`config.mk`:
```
export PLATFORM = sky130hd
export DESIGN_NAME = alu_cmd_issuer
export DESIGN_NICKNAME = d
export VERILOG_FILES = /design/src/rtl/alu_cmd_issuer.sv
export SDC_FILE = /design/constraint.sdc
export NUM_CORES = 1
export LEC_CHECK = 0
export ABC_AREA = 1
export CAP_MARGIN = 30
export CORE_UTILIZATION = 57
export DETAILED_ROUTE_END_ITERATION = 7
export DONT_BUFFER_PORTS = 1
export MAX_ROUTING_LAYER = met4
export PLACE_DENSITY = 0.76
export RECOVER_POWER = 100
export SLEW_MARGIN = 30
export SYNTH_ARGS = -nofsm -noshare
export SYNTH_HDL_FRONTEND = slang
export SYNTH_SLANG_ARGS = --single-unit
export TNS_END_PERCENT = 100
```
`constraint.sdc`:
```
create_clock -name clk -period 2.7 [get_ports clk]
set_clock_uncertainty 0.05 [all_clocks]
set_input_delay 0.54 -clock clk [delete_from_list [all_inputs] [get_ports clk]]
set_output_delay 0.54 -clock clk [all_outputs]
set_load 0.005 [all_outputs]
```
`src/rtl/alu_cmd_issuer.sv`:
```
`default_nettype none
// ============================================================================
// alu_cmd_issuer : command FIFO, issue control and 2-entry result queue that
//                  front-end sequential_alu (one-cycle registered result).
// Rev 1.0 - initial release
// ============================================================================
module alu_cmd_issuer #(
  parameter int DEPTH = 4,
  parameter int WIDTH = 16
) (
  input  logic                       clk,
  input  logic                       rst,
  input  logic                       in_valid,
  output logic                       in_ready,
  input  logic [WIDTH-1:0]           in_op1,
  input  logic [WIDTH-1:0]           in_op2,
  input  logic [1:0]                 in_operation,
  output logic [WIDTH-1:0]           alu_op1,
  output logic [WIDTH-1:0]           alu_op2,
  output logic [1:0]                 alu_operation,
  input  logic [WIDTH-1:0]           alu_result,
  output logic                       out_valid,
  input  logic                       out_ready,
  output logic [WIDTH-1:0]           out_result,
  output logic [$clog2(DEPTH+1)-1:0] count
);

  localparam int c_AW   = $clog2(DEPTH);
  localparam int c_CW   = $clog2(DEPTH + 1);
  localparam int c_CMDW = 2 * WIDTH + 2;
  localparam logic [c_AW-1:0] c_PTR_ONE  = c_AW'(1);
  localparam logic [c_CW-1:0] c_CNT_ONE  = c_CW'(1);
  localparam logic [c_CW-1:0] c_CNT_FULL = c_CW'(DEPTH);

  logic [c_CMDW-1:0] r_mem [DEPTH];
  logic [c_AW-1:0]   r_wr_ptr;
  logic [c_AW-1:0]   r_rd_ptr;
  logic [c_CW-1:0]   r_count;
  logic              r_pending;
  logic [WIDTH-1:0]  r_rq_mem [2];
  logic              r_rq_wr;
  logic              r_rq_rd;
  logic [1:0]        r_rq_count;

  logic              w_full;
  logic              w_empty;
  logic              w_push;
  logic              w_issue;
  logic              w_rq_pop;
  logic [2:0]        w_rq_occ;
  logic [c_CMDW-1:0] w_head;

  assign w_full   = (r_count == c_CNT_FULL);
  assign w_empty  = (r_count == '0);
  assign in_ready = !w_full;
  assign w_push   = in_valid && !w_full;
  assign count    = r_count;

  assign out_valid  = (r_rq_count != 2'd0);
  assign w_rq_pop   = out_valid && out_ready;
  assign out_result = out_valid ? r_rq_mem[r_rq_rd] : '0;

  // Slots the queue will hold after this edge if nothing new is issued;
  // issuing is only safe when a slot remains for the in-flight result.
  assign w_rq_occ = {1'b0, r_rq_count} + {2'b00, r_pending} - {2'b00, w_rq_pop};
  assign w_issue  = !w_empty && (w_rq_occ < 3'd2);
  assign w_head   = r_mem[r_rd_ptr];

  always_comb begin
    alu_op1       = '0;
    alu_op2       = '0;
    alu_operation = '0;
    if (w_issue) begin
      {alu_op1, alu_op2, alu_operation} = w_head;
    end
  end

  always_ff @(posedge clk) begin
    if (w_push) begin
      r_mem[r_wr_ptr] <= {in_op1, in_op2, in_operation};
    end
  end

  always_ff @(posedge clk or negedge rst) begin
    if (!rst) begin
      r_wr_ptr  <= '0;
      r_rd_ptr  <= '0;
      r_count   <= '0;
      r_pending <= 1'b0;
    end else begin
      if (w_push)  r_wr_ptr <= r_wr_ptr + c_PTR_ONE;
      if (w_issue) r_rd_ptr <= r_rd_ptr + c_PTR_ONE;
      case ({w_push, w_issue})
        2'b10:   r_count <= r_count + c_CNT_ONE;
        2'b01:   r_count <= r_count - c_CNT_ONE;
        default: r_count <= r_count;
      endcase
      r_pending <= w_issue;
    end
  end

  // The ALU result for the command issued last cycle is valid exactly now.
  always_ff @(posedge clk) begin
    if (r_pending) begin
      r_rq_mem[r_rq_wr] <= alu_result;
    end
  end

  always_ff @(posedge clk or negedge rst) begin
    if (!rst) begin
      r_rq_wr    <= 1'b0;
      r_rq_rd    <= 1'b0;
      r_rq_count <= 2'd0;
    end else begin
      if (r_pending) r_rq_wr <= ~r_rq_wr;
      if (w_rq_pop)  r_rq_rd <= ~r_rq_rd;
      case ({r_pending, w_rq_pop})
        2'b10:   r_rq_count <= r_rq_count + 2'd1;
        2'b01:   r_rq_count <= r_rq_count - 2'd1;
        default: r_rq_count <= r_rq_count;
      endcase
    end
  end

endmodule
`default_nettype wire

```
==> results_dict.tcl <==
set metrics [dict create \
    min_from "in_op1[5]" \
    whs_ns 0.1551 \
    multi_input_area_sq_mm 0.001795 \
    syn_area_sq_mm 0.007951 \
    netSwitchingPower_mw 4.150 \
    port_buffers 0 \
    async_reset_ff_share_pct 6.667 \
    critPathTopFamily "adder cells" \
    maxSlewViolCount 0 \
    gp_congestion 0.8159 \
    p_per_area_mw_per_mm2 1206 \
    clock_sinks 180 \
    die-area_sq_mm 0.01443 \
    internal_power_mw 6.644 \
    setup_viol 35 \
    ys_ff_latch 180 \
    clkTransAtPathRegs_ns 0.07 \
    worstPathCellList "inv_1 > o21ai_2 > inv_1 > fa_2 > nand3_4 > nor2_8 > buf_4 > clkbuf_16 > nand2_1 > inv_1" \
    clock_latency_ns 0.42 \
    cp.buffers_inverters 5 \
    core_sq_mm 0.01340 \
    finalSetupTns_ns -8.799 \
    seq_area_sq_mm 0.005348 \
    hold_depth 0 \
    nets 858 \
    dp_hpwl_mm 9.158 \
    ys_seq_area_share_pct 67.22 \
    ys.flop_type "edfxtp_1" \
    yosys-top-cells-area "edfxtp_1 (63%), nand2_1 (11%), inv_1 (8.9%)" \
    grt_pass1_wl_mm 24.31 \
    hold_class "input port to flop" \
    wl_per_cell_um 15.52 \
    yosys.area.top_type "edfxtp_1" \
    die_h_um 120.1 \
    drive_gt1_share_pct 11.98 \
    vias 4995 \
    antenna_found_initial 0 \
    reg2reg_slack_ns -0.11 \
    grt_overflow 0 \
    synthDistinctLibCells 26 \
    status "finished with violations" \
    period_needed_ns 2.997 \
    cp_max_fo 5 \
    wirelength_mm 15.30 \
    rows 42 \
    yosys_warnings 0 \
    violations "setup timing" \
    post-route-util_pct 66.80 \
    fmax_mhz 333.6 \
    r2r_start "r_pending" \
    p_leak_nw 4.173 \
    synth_top_area_share_pct 63.45 \
    place_ws_ns -0.08540 \
    finalHoldViolCount 0 \
    tightest_slew_ns 0.9185 \
    dp.cells 943 \
    syn_inst 779 \
    die_w_um 120.1 \
    clockBufferDepth 2 \
    first_pass_iters 4 \
    p_total_mw 10.79 \
    cp_slowest_cell "fa_2" \
    hold_end "r_mem[0][23]" \
    reg2reg_to "count[2]" \
    post-route-period-util_pct 111.0 \
    seqPwrFrac_pct 36.7 \
    synthTopCellsByCount "nand2_1 (242), inv_1 (189), edfxtp_1 (168)" \
    synth_nets 840 \
    start_util_pct 59.34 \
    syn2layout_area_growth_pct 12.57 \
    drv_cap 0 \
    grt_max_degree 47 \
    cts_tree "yes" \
    diodes 0 \
    critPathCaptureType "output pin" \
    start_kind "flop" \
    grt_usage_pct 23.47 \
    rsz0062_at_grt "yes" \
    worst_slack_ns -0.2972 \
    cts_made_buffers 17 \
    drtAntennaViolNets 0 \
    dpl_cell_area_sq_mm 0.008259 \
    cp.required_ns 2.11 \
    via_per_inst 5.066 \
    grt_pass1_vias 4960 \
    final_area_sq_mm 0.008951 \
    cp_slowest_stage_delay_ns 0.57 \
    irDropWorstVdd_mv 0.5143 \
    comb_power_share_pct 41.5 \
    root_buffer "clkbuf_16" \
    stdcell_count 986 \
    fillers 984 \
    switching_share_pct 38.45 \
    cts-htree-levels 4 \
    r2r_cells 15 \
    num_io_pins 109 \
    postSynthAreaPerCell_sq_um 10.21 \
    crit_top_cell "inv_1" \
    worstSetupPathType "flop to output pin" \
    drc 0 \
    p_clk_share_pct 21.8 \
    relSlewSlack_pct 38.77 \
    synth-edff-count 168 \
    drtIter0Drc 351 \
    critPathArrivalTime_ns 2.41 \
    yosys.cell_count.top_type "nand2_1" \
]
[worst register-to-register path, stage by stage (launching register included)]
cell and delay, ns:
dfrtp_1 0.44, inv_1 0.11, o21ai_2 0.16, inv_1 0.07, fa_2 0.57, nand3_4 0.10, nor2_8 0.14, buf_12 0.12
buf_6 0.09, ha_4 0.13, inv_4 0.04, fa_2 0.36, inv_2 0.05, nand2_1 0.04, nand3b_1 0.10, xor2_1 0.18
[state kept, by name (all words and copies together), names as in the netlist]
signal      flops
r_mem         136
r_rq_mem       32
count           3
r_rd_ptr        2
r_rq_count      2
r_wr_ptr        2
r_pending       1
r_rq_rd         1
r_rq_wr         1
[power by group through the flow]
stage                     registers, mW  logic, mW  clock network [mW]
after floorplan                    3.99       2.94                   0
after global placement             3.98       3.76                   0
after detailed placement           4.01       3.87                   0
after CTS                          3.96       4.58                2.38
after global routing               4.02       5.00                2.48
final                              3.96       4.48                2.35
[layout by cell type, fill, tap and decap left out, types with 3 or more instances in the layout]
cell type | synthesis | layout
nand2_1 | 242 | 240
nand2_4 | 0 | 8
edfxtp_1 | 168 | 168
nand3_1 | 77 | 76
dfrtp_1 | 12 | 10
inv_2 | 5 | 15
buf_4 | 1 | 13
ha_1 | 5 | 4
clkbuf_16 | 0 | 18
clkinvlp_4 | 0 | 4
a21oi_1 | 17 | 17
clkbuf_1 | 3 | 3
buf_12 | 1 | 3
inv_6 | 0 | 6
nand2_2 | 10 | 4
xor2_1 | 5 | 5
nor2_1 | 8 | 6
clkbuf_4 | 0 | 3
inv_1 | 189 | 178
[how the worst max path moves through the flow]
stage	startpoint	to	slack, ns	cells after the start
finish	r_pending	alu_op1[3]	-0.30	10
global route	r_rq_count[0]	alu_op1[3]	-0.46	11
CTS	r_rq_count[0]	alu_op2[0]	-0.32	11
detailed placement	r_rq_count[0]	count[2]	-0.09	14
global placement	out_ready	count[2]	0.02	13
floorplan	out_ready	count[2]	-0.09	14
[timing repair]
item	in CTS	in global routing
pin swaps	6	4
endpoints found under the setup margin	36	36
setup buffers	7	4
resized for setup	22	9
hold endpoints to repair	12	0
hold buffers	1	0
gates cloned	2	1
[cell families after synthesis]
kind of cell,Yosys count,synth area share [%]
adders and majority gates,7,1.290
AOI/OAI and AO/OA,20,1.259
DFF,180,67.22
buffers and inverters,224,11.42
xor gates and xnor gates,6,0.6609
and+or+nand+nor,342,18.14
[cell type report]
| cell class | count | share of cell area, % |
|---|---|---|
| clock buffers | 17 | 4.753 |
| multi-input cells | 375 | 20.06 |
| inverters | 195 | 8.205 |
| clock inverters | 15 | 1.635 |
| flip-flops and latches | 180 | 59.74 |
| well taps | 176 | 2.460 |
| repair buffers | 28 | 3.145 |
[per-layer routing]
layer  vias up  GRT usage [%]  routed length, um
li1       2451              -                  -
met5         -              -                  0
met1      2362          27.35               6223
met2       162          38.40               7786
met3        20          6.844               1089
met4         0          9.141                198
No activity file was read; power rests on OpenSTA's default activity.
